`src/rtl/ifetch_ctrl.sv`:
```
// Instruction-fetch controller: owns the fetch PC, reads the ROM and
// buffers {pc, instr} pairs in a small FIFO for decode.
module ifetch_ctrl #(
  parameter int unsigned DEPTH    = 2,
  parameter logic [31:0] RESET_PC = 32'h0000_0000
) (
  input  logic        clk,
  input  logic        reset,
  input  logic        start,
  input  logic        stop,
  output logic [5:0]  iram_addr,
  input  logic [31:0] iram_data,
  output logic [31:0] instr,
  output logic [31:0] instr_pc,
  output logic        instr_valid,
  input  logic        instr_ready,
  input  logic        redirect_valid,
  input  logic [31:0] redirect_pc,
  output logic        busy,
  output logic [15:0] fetch_cnt
);

  localparam int unsigned AW = $clog2(DEPTH);
  localparam logic [AW:0] DCNT = (AW+1)'(DEPTH);

  typedef enum logic [1:0] {
    S_IDLE = 2'd0,
    S_RUN  = 2'd1,
    S_FULL = 2'd2
  } state_e;

  state_e       state_q, state_d;
  logic [31:0]  fpc_q, fpc_d;
  logic [15:0]  fcnt_q, fcnt_d;
  logic [AW:0]  cnt_q, cnt_d;
  logic [AW-1:0] rd_q, rd_d;
  logic [AW-1:0] wr_q, wr_d;
  logic [31:0]  pc_mem_q  [DEPTH];
  logic [31:0]  ins_mem_q [DEPTH];

  logic pop;
  logic push;

  assign instr_valid = (cnt_q != '0);
  assign pop  = instr_valid & instr_ready & ~redirect_valid;
  assign push = (state_q == S_RUN) & ~redirect_valid
              & ((cnt_q < DCNT) | pop);

  always_ff @(posedge clk) begin
    if (reset) state_q <= S_IDLE;
    else       state_q <= state_d;
  end

  always_comb begin
    state_d = state_q;
    unique case (state_q)
      S_IDLE: begin
        if (start & ~stop & ~redirect_valid) state_d = S_RUN;
      end
      S_RUN: begin
        if (stop)                 state_d = S_IDLE;
        else if (redirect_valid)  state_d = S_RUN;
        else if (cnt_d == DCNT)   state_d = S_FULL;
      end
      S_FULL: begin
        if (stop)                       state_d = S_IDLE;
        else if (redirect_valid | pop)  state_d = S_RUN;
      end
      default: state_d = S_IDLE;
    endcase
  end

  always_comb begin
    busy = (state_q != S_IDLE);
  end

  always_comb begin
    fpc_d  = fpc_q;
    fcnt_d = fcnt_q;
    cnt_d  = cnt_q;
    rd_d   = rd_q;
    wr_d   = wr_q;
    if (redirect_valid) begin
      fpc_d = {redirect_pc[31:2], 2'b00};
      cnt_d = '0;
      rd_d  = '0;
      wr_d  = '0;
    end else begin
      if (push) begin
        fpc_d  = fpc_q + 32'd4;
        fcnt_d = fcnt_q + 16'd1;
        wr_d   = wr_q + AW'(1);
      end
      if (pop) rd_d = rd_q + AW'(1);
      if (push & ~pop)      cnt_d = cnt_q + (AW+1)'(1);
      else if (pop & ~push) cnt_d = cnt_q - (AW+1)'(1);
    end
  end

  always_ff @(posedge clk) begin
    if (reset) begin
      fpc_q  <= RESET_PC;
      fcnt_q <= '0;
      cnt_q  <= '0;
      rd_q   <= '0;
      wr_q   <= '0;
    end else begin
      fpc_q  <= fpc_d;
      fcnt_q <= fcnt_d;
      cnt_q  <= cnt_d;
      rd_q   <= rd_d;
      wr_q   <= wr_d;
    end
  end

  // Storage needs no reset: entries are only visible while cnt_q > 0.
  always_ff @(posedge clk) begin
    if (push & ~reset) begin
      pc_mem_q[wr_q]  <= fpc_q;
      ins_mem_q[wr_q] <= iram_data;
    end
  end

  assign iram_addr = fpc_q[7:2];
  assign fetch_cnt = fcnt_q;
  assign instr     = instr_valid ? ins_mem_q[rd_q] : '0;
  assign instr_pc  = instr_valid ? pc_mem_q[rd_q]  : '0;

endmodule
```
`config.mk`:
```
export PLATFORM = sky130hd
export DESIGN_NAME = ifetch_ctrl
export DESIGN_NICKNAME = d
export VERILOG_FILES = /design/src/rtl/ifetch_ctrl.sv
export SDC_FILE = /design/constraint.sdc
export NUM_CORES = 1
export LEC_CHECK = 0
export ABC_AREA = 1
export BUFFER_PORTS_ARGS = -buffer_cell sky130_fd_sc_hd__buf_2
export CORE_MARGIN = 3
export CORE_UTILIZATION = 49
export CTS_BUF_LIST = sky130_fd_sc_hd__clkbuf_4
export CTS_CLUSTER_DIAMETER = 80
export DETAILED_ROUTE_END_ITERATION = 6
export PLACE_DENSITY = 0.72
export SLEW_MARGIN = 40
export SYNTH_ARGS = -nofsm -noshare
export SYNTH_HDL_FRONTEND = slang
export SYNTH_SLANG_ARGS = --single-unit
export TNS_END_PERCENT = 10
```
`constraint.sdc`:
```
create_clock -name clk -period 7.8 [get_ports clk]
set_input_delay 1.17 -clock clk [delete_from_list [all_inputs] [get_ports clk]]
set_output_delay 1.17 -clock clk [all_outputs]
set_load 0.05 [all_outputs]
```
# After elaboration in Yosys (flattened, before gate mapping)
# Memories as Yosys holds them, arrays and structs flattened. A register that Yosys moved wholly into a read port is not among the register bits.
# Index checks and enable logic that the tools add are counted.
# W data, S select, Z words.
[word_totals]
register_bits = 54
mem_bits_rw = 128
output_inout_bits = 88
word_cells = 65
mem_count = 2
[op_classes]
addsub = 6
n_lt_le_gt_ge = 1
n_eq_ne = 6
muxes = 20
n_bitwise = 16
reduce_logical = 7
[mem_list]
columns = ["memory", "words", "word_bits", "rd", "rd_clocked_by_memory_dff", "write_ports", "line_no", "text"]
rows = [
  ["ins_mem_q", 2, 32, 1, 1, 1, "39", "logic [31:0] ins_mem_q [DEPTH];"],
  ["pc_mem_q", 2, 32, 1, 1, 1, "38", "logic [31:0] pc_mem_q [DEPTH];"],
]
[ops]
columns = ["op", "count"]
rows = [
  ["$mux W32", 4],
  ["$add A32 B3 Y32 const B", 1],
  ["$mux W2", 9],
  ["$add A16 B1 Y16 const B", 1],
  ["$and A1 B1 Y1", 9],
  ["$mux W1", 6],
  ["$pmux W2 S3", 1],
  ["$reduce_bool A2 Y1", 3],
  ["$not A1 Y1", 5],
  ["$eq A2 B2 Y1 const B", 2],
  ["$ne A4 B3 Y1 const B", 1],
  ["$ne A3 B3 Y1 const B", 1],
  ["$reduce_and A3 Y1", 1],
  ["$add A1 B1 Y1 const B", 2],
  ["$add A2 B1 Y2 const B", 1],
  ["$eq A2 B1 Y1 const B", 1],
  ["$logic_not A2 Y1", 1],
  ["$lt A2 B2 Y1 const B", 1],
  ["$ne A2 B2 Y1 const B", 1],
  ["$or A1 B1 Y1", 2],
  ["$reduce_and A2 Y1", 1],
  ["$reduce_or A2 Y1", 1],
  ["$sub A2 B1 Y2 const B", 1],
]

# Depth between registers and ports, before layout
# Gate-level depths: netlist of run 1.
[depth]
word_depth = 15
mapped_depth = 12
depth_no_buf = 12

# Worst setup path after synthesis of run 1
# No wires, ideal clock.
[synth_timing]
path_type = "input -> register"
start = "input redirect_valid"
end = "memory ins_mem_q[0][0], enable pin"
setup_ns = 0.558
arrival_time_ns = 6.018
required_ns = 7.242
slack_ns = 1.223
cell_stages = 7
n_path_buf = 2
path_cell_list = "buf_4 inv_4 nand2_1 nand2_1 nand2_4 buf_2 nor3_1"
[synth_between]
elab_chain_cells = 7
elab_cells_between_ends = 8
[synth_lines]
columns = ["element", "line_no", "text"]
rows = [
  ["start, declared", "17", "input logic redirect_valid,"],
  ["$not A1 Y1 (no line) (*)", "--", ""],
  ["$and A1 B1 Y1", "45", "assign pop = instr_valid & instr_ready & ~redirect_valid;"],
  ["$or A1 B1 Y1", "47", "& ((cnt_q < DCNT) | pop);"],
  ["$and A1 B1 Y1 (*)", "47", ""],
  ["$and A1 B1 Y1 (*)", "118", "if (push & ~reset) begin"],
  ["$mux W1 (*)", "118", ""],
  ["$mux W1 (not written as such) (*)", "120", "ins_mem_q[wr_q] <= iram_data;"],
  ["end, declared", "39", ""],
]
# Mark *: on every way between the ends. The rest lies on a longest branch, timed or not.

# Worst setup path after layout of run 1
[layout_timing]
start = "register cnt_q[0]"
end = "output instr_pc[25]"
[layout_between]
elab_chain_cells = 2
[layout_lines]
columns = ["element", "line_no", "text"]
rows = [
  ["start, declared", "35", "logic [AW:0] cnt_q, cnt_d;"],
  ["start signal, assigned", "110", "cnt_q <= cnt_d;"],
  ["$reduce_bool A2 Y1", "44", "assign instr_valid = (cnt_q != '0);"],
  ["$mux W32", "127", "assign instr_pc = instr_valid ? pc_mem_q[rd_q] : '0;"],
  ["end, declared", "14", "output logic [31:0] instr_pc,"],
]
# No other way between the ends.

==> summary.txt, run 1 <==
Worst setup path
  – Worst-path cell chain: inv_1 -> ha_1 -> clkinv_1 -> buf_4 -> o21ai_0 -> nor2_1 -> buf_2
  – Slowest-stage cell, CP: buf_4
  – Worst EP arrival: 2.36 ns
  – CP required: 6.63 ns
  – CP Capture Type: primary output
  – CP Class: reg -> out
  – CP peak stage delay: 0.46 ns
  – Worst-path fanout max: 63
  – Critical path launch point type: flop

Yosys
  – Post-synth cell types: 40
  – Synth Register Bits: 177
  – Yosys warnings: 0
  – Synth Area per Inst: 9.23 sq um
  – Ranking of synthesized cells by area: edfxtp_1, dfxtp_1, nor2_1
  – Async set-reset flop share out of synthesis: 0%
  – Sequential cell area fraction in the yosys report: 60.3%
  – Synth top area share: 46.9%
  – Ys flop type: edfxtp_1
  – Post-synth top area cell: edfxtp_1
  – Number of synthesized flops with an enable pin: 124
  – Mapped cell area: 7940 sq um
  – Cells after Synth: 860

Global route
  – Initial antenna violation count: 2
  – Largest net degree at the start of global routing: 64
  – Global route overflow: 0
  – Total GRT Usage: 20.1%
  – First-pass GRT wire length: 28.2 mm
  – Vias in the first global route: 5,699

Job
  – Maximum Capacitance Violations: 0

Die
  – Die X: 133 microns
  – Row count: 45
  – Chip height: 133 microns
  – CORE AREA: 15,500 sq um
  – Starting Density: 51.1%
  – Die area: 17,800 sq um
  – I/O Pins: 158

Finish
  – Non-Filler Instances: 1,222
  – Total Nets Final: 1,070
  – Area Overhead vs Synth: 15.3%
  – Share of cells above drive strength 1: 22.1%
  – Commonest non-fill, non-tap cell in the layout: nor2_1
  – Cell area after layout: 9150 sq um
  – Commonest non-fill, non-tap cells in the layout: nor2_1, buf_2, nand2_1, edfxtp_1, o21ai_0

Power and ir drop
  – Comb power frac: 8.2%
  – Psw: 449 uW
  – Sequential Power Share: 60.8%
  – Sw Ratio: 26.3%
  – Maximum VDD drop: 85.0 uV
  – Leakage power: 3.69 nW
  – Clock network power share: 31.0%
  – Pwr/cell area: 187 nW/um^2
  – Internal power: 1.26 mW
  – Total power: 1.71 mW

Placed design
  – HPWL Detailed: 12.0 mm
  – Cells after DPL: 1,189
  – RePlAce Congestion: 0.884
  – Cell Area, Placed: 8840 sq um
  – Input/output buffers: 153

Timing
  – Clock Skew: 0.0178 ns
  – Crit path time final: 3.53 ns
  – Final Hold Fails: 0
  – Least-Margin Pin Slew: 0.720 ns
  – Rel. slew slack: 52.0%
  – Fin crit share: 45.3%
  – Maximum clock frequency: 283 MHz
  – RSZ-0062 raised after global routing: false
  – Setup TNS: 0 ns
  – Final setup vio count: 0
  – Pins Over Slew Limit: 0

CTS
  – Setup Fix Bufs, Post-CTS: 0
  – Clock Tree Buf Depth: 2
  – CTS root buf: clkbuf_4
  – Worst skew pair latency: 0.56 ns
  – CTS tree: yes
  – Gates resized, CTS repair: 0
  – Clock sinks: 177
  – CTS HTree Levels: 4
  – Total CTS buffers: 17
  – Hold buffer count at CTS: 0
  – Reg clk slew, reported paths: 0.15 ns

Detailed routing
  – Via count: 6,204
  – Antenna Nets Post-Route: 0
  – 1st-pass router iterations: 5
  – Total wire length: 18.0 mm
  – WL/cell: 14.7 microns
  – Via/cell ratio: 5.08
  – Initial DRC Count: 472
  – Post-route DRC: 0

Min path
  – HP Class: reg -> reg

Run status
  – Status: finished clean
[final timing paths]
check / slack, ns / endpoint / start / cells after the start
setup / recovery: 4.27 / instr_pc[25] / cnt_q[0] / 7
hold / removal: 0.49 / flop / rd_q / 2
setup reg to reg: 5.43 / pc_mem_q[1][24] / cnt_q[0] / 9
hold reg to reg: 0.49 / flop / rd_q / 2
[metal layers]
layer / part of all wire [%] / vias to the layer above / GRT usage, %
met2: 48 / 175 / 33.7
met1: 44 / 2867 / 26.6
li1: - / 3140 / -
met3: 6.8 / 20 / 4.27
met5: 0.039 / - / 0
met4: 1.4 / 2 / 6.06
[state kept, by name, summed over array words and instances, names as in the netlist, named ones only]
register and cells:
fpc_q 30, rd_q 1, state_q 2, fetch_cnt 16
ins_mem_q 64, pc_mem_q 60, wr_q 1, cnt_q 2
[cell families (layout without fill, tap and decap cells)]
| group | after synthesis | in the layout | synth area share, % |
|---|---|---|---|
| fa+ha+maj | 3 | 3 | 0.473 |
| simple gates | 408 | 408 | 22.0 |
| other cells | 1 | 3 | 0.0472 |
| buf+inv | 103 | 252 | 5.49 |
| compound gates | 151 | 151 | 9.85 |
| flops | 177 | 177 | 60.3 |
| xor+xnor | 17 | 17 | 1.88 |
[through the flow]
stage               util, %  worst slack, ns  hold slack [ns]
detailed placement     56.9             4.47            0.468
finish                 58.9             4.27            0.489
floorplan                 -             1.22            0.447
global route           58.9             4.04            0.528
CTS                    58.8             4.21            0.489
global placement       56.7             4.48            0.461
[power groups by stage]
stage               Sequential (mW)  Clock (mW)  Combinational (mW)
floorplan                      1.06           0              0.0990
global placement               1.06           0               0.138
detailed placement             1.06           0               0.141
CTS                            1.04       0.547               0.141
global route                   1.04       0.579               0.155
finish                         1.04       0.530               0.141
[synth_stat cells, types with 5 or more instances]
library cell and instances:
dfxtp_1 53, nand4_1 7, nand3_1 26, nor2_2 5
nand2_1 146, o21ai_0 90, buf_4 10, a21oi_1 42
o21ai_1 6, xor2_1 15, edfxtp_1 124, a31oi_1 7
clkbuf_1 27, buf_2 5, nor2_1 188, inv_1 54
nor3_1 16
[critical path, delay by kind of cell (launching register included)]
kind | cells | cell delay, ns
flip-flops | 1 | 0.36
AO/OA/AOI/OAI | 1 | 0.18
buffers and inverters | 4 | 0.87
adder cells (fa/ha/maj) | 1 | 0.21
AND/OR/NAND/NOR | 1 | 0.15
[layout make-up]
cell class                      count  area (sq um)
Multi-Input combinational cell    581          2730
Clock inverter                     15           174
Inverter                           61           234
Sequential cell                   177          4790
Tap cell                          211           264
Timing Repair Buffer              159           830
Antenna cell                        1          2.50
Fill cell                        1432          6390
Clock buffer                       17           128
Note: power is estimated with default switching activity, not from simulation.
==> run 2, diff against run 1 <==
--- a/config.mk
+++ b/config.mk
@@ -12,7 +12,7 @@
 export CTS_BUF_LIST = sky130_fd_sc_hd__clkbuf_4
 export CTS_CLUSTER_DIAMETER = 80
 export DETAILED_ROUTE_END_ITERATION = 6
-export PLACE_DENSITY = 0.72
+export PLACE_DENSITY = 0.75
 export SLEW_MARGIN = 40
 export SYNTH_ARGS = -nofsm -noshare
 export SYNTH_HDL_FRONTEND = slang
==> constraint.sdc (replaced) <==
create_clock -name clk -period 3.1 [get_ports clk]
set_input_delay 0.465 -clock clk [delete_from_list [all_inputs] [get_ports clk]]
set_output_delay 0.465 -clock clk [all_outputs]
set_load 0.05 [all_outputs]
==> run 2 against run 1 <==
Net effect:
- total power rose by 140%
- register-to-register slack got worse by 4.7 ns
- clock skew rose by 0.0041 ns
- sequential share of layout area rose by 0.057 points
- wire length fell by 1.4%
- global-route usage fell by 0.31 points
- count of clock-buffer cells in the layout rose by 1
- critical endpoint is now instr[21]
- highest routed layer unchanged
==> summary.txt, run 2 (synthesis results as in run 1) <==
Worst setup path
  – Worst EP arrival: 2.27 ns (-0.09 ns)
  – CP Class: reg -> out
  – Worst-path fanout max: 34 (-46%)
  – CP peak stage delay: 0.70 ns (+0.24 ns)
  – CP required: 2.63 ns (-4.00 ns)
  – R2R cell count: 12 (+3)
  – CP Capture Type: primary output
  – Buf/Inv on CP: 2 (-2)
  – Slowest-stage cell, CP: dfxtp_2
  – Crit path depth: 4 (-3)
  – CP top delay family: flip-flops
  – Worst-path cell chain: buf_4 -> o21ai_0 -> nor2_1 -> buf_2
  – Critical path launch point type: flop

Global route
  – First-pass GRT wire length: 28.1 mm (-0.20%)
  – Global route overflow: 0 (unchanged)
  – Largest net degree at the start of global routing: 65 (+1.6%)
  – Initial antenna violation count: 1 (-1)
  – Vias in the first global route: 5,809 (+1.9%)
  – Total GRT Usage: 19.8% (-0.31 points)

Timing
  – Rel. slew slack: 63.4% (+11 points)
  – Clock Skew: 0.0220 ns (+0.00415 ns)
  – Final Hold Fails: 0 (unchanged)
  – Worst setup slack after layout: 0.366 ns (-3.90 ns)
  – Crit path time final: 2.73 ns
  – Fin crit share: 88.2%
  – RSZ-0062 raised after global routing: false
  – Pins Over Slew Limit: 0 (unchanged)
  – Least-Margin Pin Slew: 0.549 ns (-0.171 ns)
  – Final setup vio count: 0 (unchanged)
  – Maximum clock frequency: 366 MHz

CTS
  – Clock sinks: 177 (unchanged)
  – Clock Tree Buf Depth: 2 (unchanged)
  – Hold buffer count at CTS: 0 (unchanged)
  – Total CTS buffers: 17 (unchanged)
  – Reg clk slew, reported paths: 0.15 ns (about the same)
  – Worst skew pair latency: 0.57 ns (about the same)
  – CTS tree: yes
  – CTS root buf: clkbuf_4
  – CTS HTree Levels: 4 (unchanged)

Power and ir drop
  – Pwr/cell area: 455 nW/um^2 (+140%)
  – Leakage power: 3.69 nW (-0.19%)
  – Maximum VDD drop: 172 uV (+100%)
  – Total power: 4.16 mW (+140%)

Placed design
  – RePlAce Congestion: 0.911 (+3.1%)
  – Input/output buffers: 153 (unchanged)
  – HPWL Detailed: 11.9 mm (-0.24%)
  – Pre-CTS setup slack: 0.733 ns (-3.73 ns)
  – Cell Area, Placed: 8880 sq um (+0.42%)

Die
  – Die X: 133 microns (unchanged)
  – Chip height: 133 microns (unchanged)
  – Die area: 17,800 sq um (unchanged)
  – CORE AREA: 15,500 sq um (unchanged)
  – Row count: 45 (unchanged)
  – I/O Pins: 158 (unchanged)
  – Starting Density: 51.1% (unchanged)

Job
  – Maximum Capacitance Violations: 0 (unchanged)

Finish
  – Commonest non-fill, non-tap cells in the layout: nor2_1, buf_2, nand2_1, edfxtp_1, o21ai_0
  – Max reg flops: 64 (unchanged)
  – Share of cells above drive strength 1: 22.0% (-0.099 points)
  – Top flop regs: ins_mem_q (64), pc_mem_q (60), fpc_q (30)
  – Total Nets Final: 1,070 (unchanged)
  – Biggest register: ins_mem_q
  – Cell area after layout: 9140 sq um (-0.11%)
  – Commonest non-fill, non-tap cell in the layout: nor2_1
  – Area Overhead vs Synth: 15.1%
  – Antenna cells: 0 (-1)

Detailed routing
  – 1st-pass router iterations: 5 (unchanged)
  – WL/cell: 14.5 microns (-1.4%)
  – Via/cell ratio: 5.14 (+1.3%)
  – Post-route DRC: 0 (unchanged)
  – Antenna Nets Post-Route: 0 (unchanged)
  – Via count: 6,280 (+1.2%)
  – Initial DRC Count: 370 (-22%)
  – Total wire length: 17.8 mm (-1.4%)

Min path
  – Hold Crit Depth: 1 (-1)
  – HP Class: in -> reg

Run status
  – Status: finished clean
==> run 2: cell types whose count changed in the layout (fill, tap and decap cells not counted), sizes merged <==
| cell | before | now |
|---|---|---|
| clkinv | 4 | 3 |
| diode | 1 | 0 |
| clkbuf | 17 | 18 |
| bufinv | 2 | 0 |
| inv | 67 | 69 |
==> run 2: final timing paths <==
path | startpoint | end | slack (ns)
hold reg to reg | rd_q | flop | 0.48
setup reg to reg | cnt_q[1] | fpc_q[17] | 0.76
setup / recovery | flop | instr[21] | 0.37
hold / removal | iram_data[14] | ins_mem_q[1][14] | 0.08
==> run 2: repair_timing <==
item | in CTS | in global routing
setup endpoints to repair | 0 | 1
resized for setup | 0 | 1
setup buffers | 0 | 0
==> run 2: metrics by stage <==
| stage | instances | utilization, % | TNS (ns) | hold slack, ns |
|---|---|---|---|---|
| after floorplan | 861 | - | -111.33 | 0.447 |
| after global routing | 1221 | 58.8 | 0 | 0.0142 |
| after detailed placement | 1189 | 57.1 | 0 | 0.455 |
| final | 1221 | 58.8 | 0 | 0.0773 |
| after CTS | 1221 | 58.8 | 0 | 0.0333 |
| after global placement | 1189 | 57.1 | 0 | 0.444 |
==> run 2: power breakdown <==
| group | total (mW) | leakage, nW | switching [mW] | internal [mW] |
|---|---|---|---|---|
| sequential | 2.62 | 1.56 | 0.0484 | 2.57 |
| combinational | 0.355 | 1.99 | 0.253 | 0.102 |
| clock | 1.19 | 0.134 | 0.835 | 0.356 |
==> run 2: cell type report <==
type	count	area [sq um]
Multi-Input combinational cell	581	2740
Inverter	61	234
Fill cell	1388	6400
Clock buffer	18	135
Tap cell	211	264
Clock inverter	14	121
Sequential cell	177	4790
Timing Repair Buffer	159	855
==> run 2: layer usage <==
layer | share of wire (%) | global-route usage [%] | wire (microns) | vias to the layer above
met5 | 0.039 | 0 | 7 | -
met4 | 1.2 | 5.66 | 219 | 2
met3 | 6.9 | 5.17 | 1230 | 22
met2 | 49 | 34.8 | 8670 | 204
met1 | 43 | 24.2 | 7630 | 2895
li1 | - | - | - | 3157
==> run 3, diff against run 2 <==
--- a/config.mk
+++ b/config.mk
@@ -5,14 +5,13 @@
 export SDC_FILE = /design/constraint.sdc
 export NUM_CORES = 1
 export LEC_CHECK = 0
-export ABC_AREA = 1
 export BUFFER_PORTS_ARGS = -buffer_cell sky130_fd_sc_hd__buf_2
 export CORE_MARGIN = 3
 export CORE_UTILIZATION = 49
 export CTS_BUF_LIST = sky130_fd_sc_hd__clkbuf_4
 export CTS_CLUSTER_DIAMETER = 80
 export DETAILED_ROUTE_END_ITERATION = 6
-export PLACE_DENSITY = 0.75
+export PLACE_DENSITY = 0.76
 export SLEW_MARGIN = 40
 export SYNTH_ARGS = -nofsm -noshare
 export SYNTH_HDL_FRONTEND = slang
==> run 3 against run 2 <==
Net effect:
- first-iteration DRC count fell by 19%
- fmax fell by 2.2%
- critical path depth rose by 2
- register-to-register slack got worse by 0.13 ns
- clock power barely moved
- design area fell by 3.9%
- count of clock-buffer cells in the layout rose by 3
- non-clock buffer count rose by 11
- clock skew fell by 0.0073 ns
- largest power group unchanged
==> summary.txt, run 3 <==
Run status
  – Status: finished clean

Yosys
  – Number of synthesized flops with an enable pin: 124 (unchanged)
  – Cells after Synth: 612 (-29%)
  – Mapped cell area: 7510 sq um (-5.3%)
  – Synth Area per Inst: 12.3 sq um (+33%)
  – Ranking of synthesized cells by area: edfxtp_1, dfxtp_1, mux2i_1
  – Ys flop type: edfxtp_1
  – Post-synth top area cell: edfxtp_1
  – Synth top area share: 49.6% (+2.6 points)
  – Sequential cell area fraction in the yosys report: 63.7% (+3.4 points)
  – Synth Register Bits: 177 (unchanged)
  – Most common cell in the synthesized netlist: edfxtp_1
  – Top cells by count, synth: edfxtp_1, nor2_1, mux2i_1
  – Post-synth cell types: 56 (+40%)
  – Yosys warnings: 0 (unchanged)
  – Async set-reset flop share out of synthesis: 0% (unchanged)

Worst setup path
  – CP Class: reg -> out
  – CP Capture Type: primary output
  – Slowest-stage cell, CP: buf_4
  – CP dominant cell by count: buf_4
  – CP peak stage delay: 0.44 ns (-0.26 ns)
  – Worst EP arrival: 2.33 ns (+0.06 ns)
  – CP required: 2.63 ns (about the same)
  – Worst-path cell chain: inv_1 -> ha_2 -> buf_4 -> buf_4 -> nor2_1 -> buf_2
  – Beginning of the critical path: cnt_q[1]
  – Critical path launch point type: flop
  – Reg2Reg Launch Point: state_q[0]
  – Worst-path fanout max: 45 (+32%)

Power and ir drop
  – Pwr/cell area: 468 nW/um^2 (+2.8%)
  – Total power: 4.11 mW (-1.2%)
  – Leakage power: 3.21 nW (-13%)
  – Maximum VDD drop: 226 uV (+31%)

Finish
  – Commonest non-fill, non-tap cells in the layout: buf_2, edfxtp_1, nor2_1, mux2i_1, dfxtp_1
  – Biggest register: ins_mem_q
  – Commonest non-fill, non-tap cell in the layout: buf_2
  – Top flop regs: ins_mem_q (64), pc_mem_q (60), fpc_q (30)
  – # fillers: 1,250 (-9.9%)
  – Share of cells above drive strength 1: 28.2% (+6.2 points)
  – Total Nets Final: 836 (-22%)
  – Area occupied by multi-input gates: 2540 sq um (-7.5%)
  – Non-Filler Instances: 960 (-21%)
  – Antenna cells: 0 (unchanged)
  – Area Overhead vs Synth: 16.8%
  – Register Area: 4790 sq um (about the same)
  – Max reg flops: 64 (unchanged)
  – Cell area after layout: 8780 sq um (-3.9%)

Detailed routing
  – Initial DRC Count: 300 (-19%)
  – Via count: 5,218 (-17%)
  – Post-route DRC: 0 (unchanged)
  – Via/cell ratio: 5.44 (+5.7%)
  – Antenna Nets Post-Route: 0 (unchanged)
  – Total wire length: 16.5 mm (-7.1%)
  – 1st-pass router iterations: 5 (unchanged)
  – WL/cell: 17.2 microns (+18%)

Die
  – Die X: 130 microns (-2.6%)
  – Die area: 16,900 sq um (-5.1%)
  – Chip height: 130 microns (-2.6%)
  – CORE AREA: 14,800 sq um (-5.1%)
  – Row count: 44 (-2.2%)
  – Starting Density: 50.9% (-0.15 points)
  – I/O Pins: 158 (unchanged)

CTS
  – CTS HTree Levels: 4 (unchanged)
  – Total CTS buffers: 17 (unchanged)
  – Clock Tree Buf Depth: 2 (unchanged)
  – CTS root buf: clkbuf_4
  – Gates resized, CTS repair: 0 (unchanged)
  – Worst skew pair latency: 0.55 ns (-0.02 ns)
  – Reg clk slew, reported paths: 0.14 ns (about the same)
  – Setup Fix Bufs, Post-CTS: 0 (unchanged)
  – CTS tree: yes
  – Hold buffer count at CTS: 0 (unchanged)
  – Clock sinks: 177 (unchanged)

Timing
  – Setup TNS: 0 ns (unchanged)
  – Pins Over Slew Limit: 0 (unchanged)
  – Maximum clock frequency: 358 MHz (-2.2%)
  – Crit path time final: 2.80 ns (+0.0617 ns)
  – Clock Skew: 0.0147 ns (-0.00725 ns)
  – Fin crit share: 90.2% (+2.0 points)
  – RSZ-0062 raised after global routing: false
  – Final hold slack: 0.0914 ns (+0.0141 ns)
  – Least-Margin Pin Slew: 0.728 ns (+0.179 ns)
  – Final Hold Fails: 0 (unchanged)
  – Rel. slew slack: 51.4% (-12 points)
  – Final setup vio count: 0 (unchanged)

Global route
  – Initial antenna violation count: 0 (-1)
  – Global route overflow: 0 (unchanged)
  – First-pass GRT wire length: 26.0 mm (-7.7%)
  – Largest net degree at the start of global routing: 63 (-3.1%)
  – Total GRT Usage: 19.8% (-0.049 points)
  – Vias in the first global route: 5,161 (-11%)

Placed design
  – HPWL Detailed: 11.3 mm (-4.9%)
  – Cell Area, Placed: 8510 sq um (-4.1%)
  – RePlAce Congestion: 0.860 (-5.6%)
  – Input/output buffers: 153 (unchanged)
  – Cells after DPL: 928 (-22%)

Min path
  – Critical hold path startpoint: iram_data[15]
  – HP Class: in -> reg

Job
  – Maximum Capacitance Violations: 0 (unchanged)
==> run 3: cell count changes after synthesis, sizes merged, moves of 13 or more <==
cell	delta
nor3	-13
nor2	-97
nand2	-112
xnor2	+18
o21ai	-93
inv	-53
mux2i	+63
a211oi	+15
a21oi	-27
==> run 3: worst max-delay path, delay by kind of cell (launching register included) <==
kind / cells / cell delay, ns
adder cells (fa/ha/maj): 1 / 0.22
AND/OR/NAND/NOR: 1 / 0.12
flip-flops: 1 / 0.33
buffers and inverters: 4 / 1.08
==> run 3: layer usage <==
metal  share of wire (%)  vias up  global-route usage, %
met4                 1.3        0                   6.91
met2                  49      193                   33.1
met5                   0        -                      0
met1                  43     2474                   25.5
met3                 6.5       16                   4.54
li1                    -     2535                      -
==> run 3: worst paths after layout <==
check | end | slack [ns] | depth (start not counted)
worst max-delay path | instr[30] | 0.30 | 6
worst min-delay path | ins_mem_q[0][15] | 0.09 | 1
worst max register to register | ins_mem_q[1][0] | 0.63 | 4
worst min register to register | pc_mem_q[0][31] | 0.53 | 0
==> run 3: per-stage QoR <==
stage	utilization (%)	worst slack, ns
after global routing	59.5	0.0493
after CTS	59.5	0.233
after global placement	57.7	0.552
after detailed placement	57.7	0.532
final	59.5	0.304
after floorplan	-	0.0533
==> run 3: layout make-up <==
cell class                 count  share of cell area [%]
clock buffer                  21                    1.80
clock inverter                11                    1.21
inverter                       7                   0.299
multi-input combinational    390                    28.9
sequential                   177                    54.5
tap                          184                    2.62
timing repair buffer         170                    10.6
==> run 3: kinds of logic after synthesis <==
group | synth area share [%]
other | 0.0499
buffers and inverters | 2.73
multiplexers | 8.54
AO/OA/AOI/OAI | 5.81
adder cells (fa/ha/maj) | 0.500
flip-flops | 63.7
XOR/XNOR | 4.78
AND/OR/NAND/NOR | 13.9
==> run 3: report_power, final <==
group,switching [mW],internal (mW)
clock,0.773,0.441
sequential,0.0494,2.56
combinational,0.191,0.0949
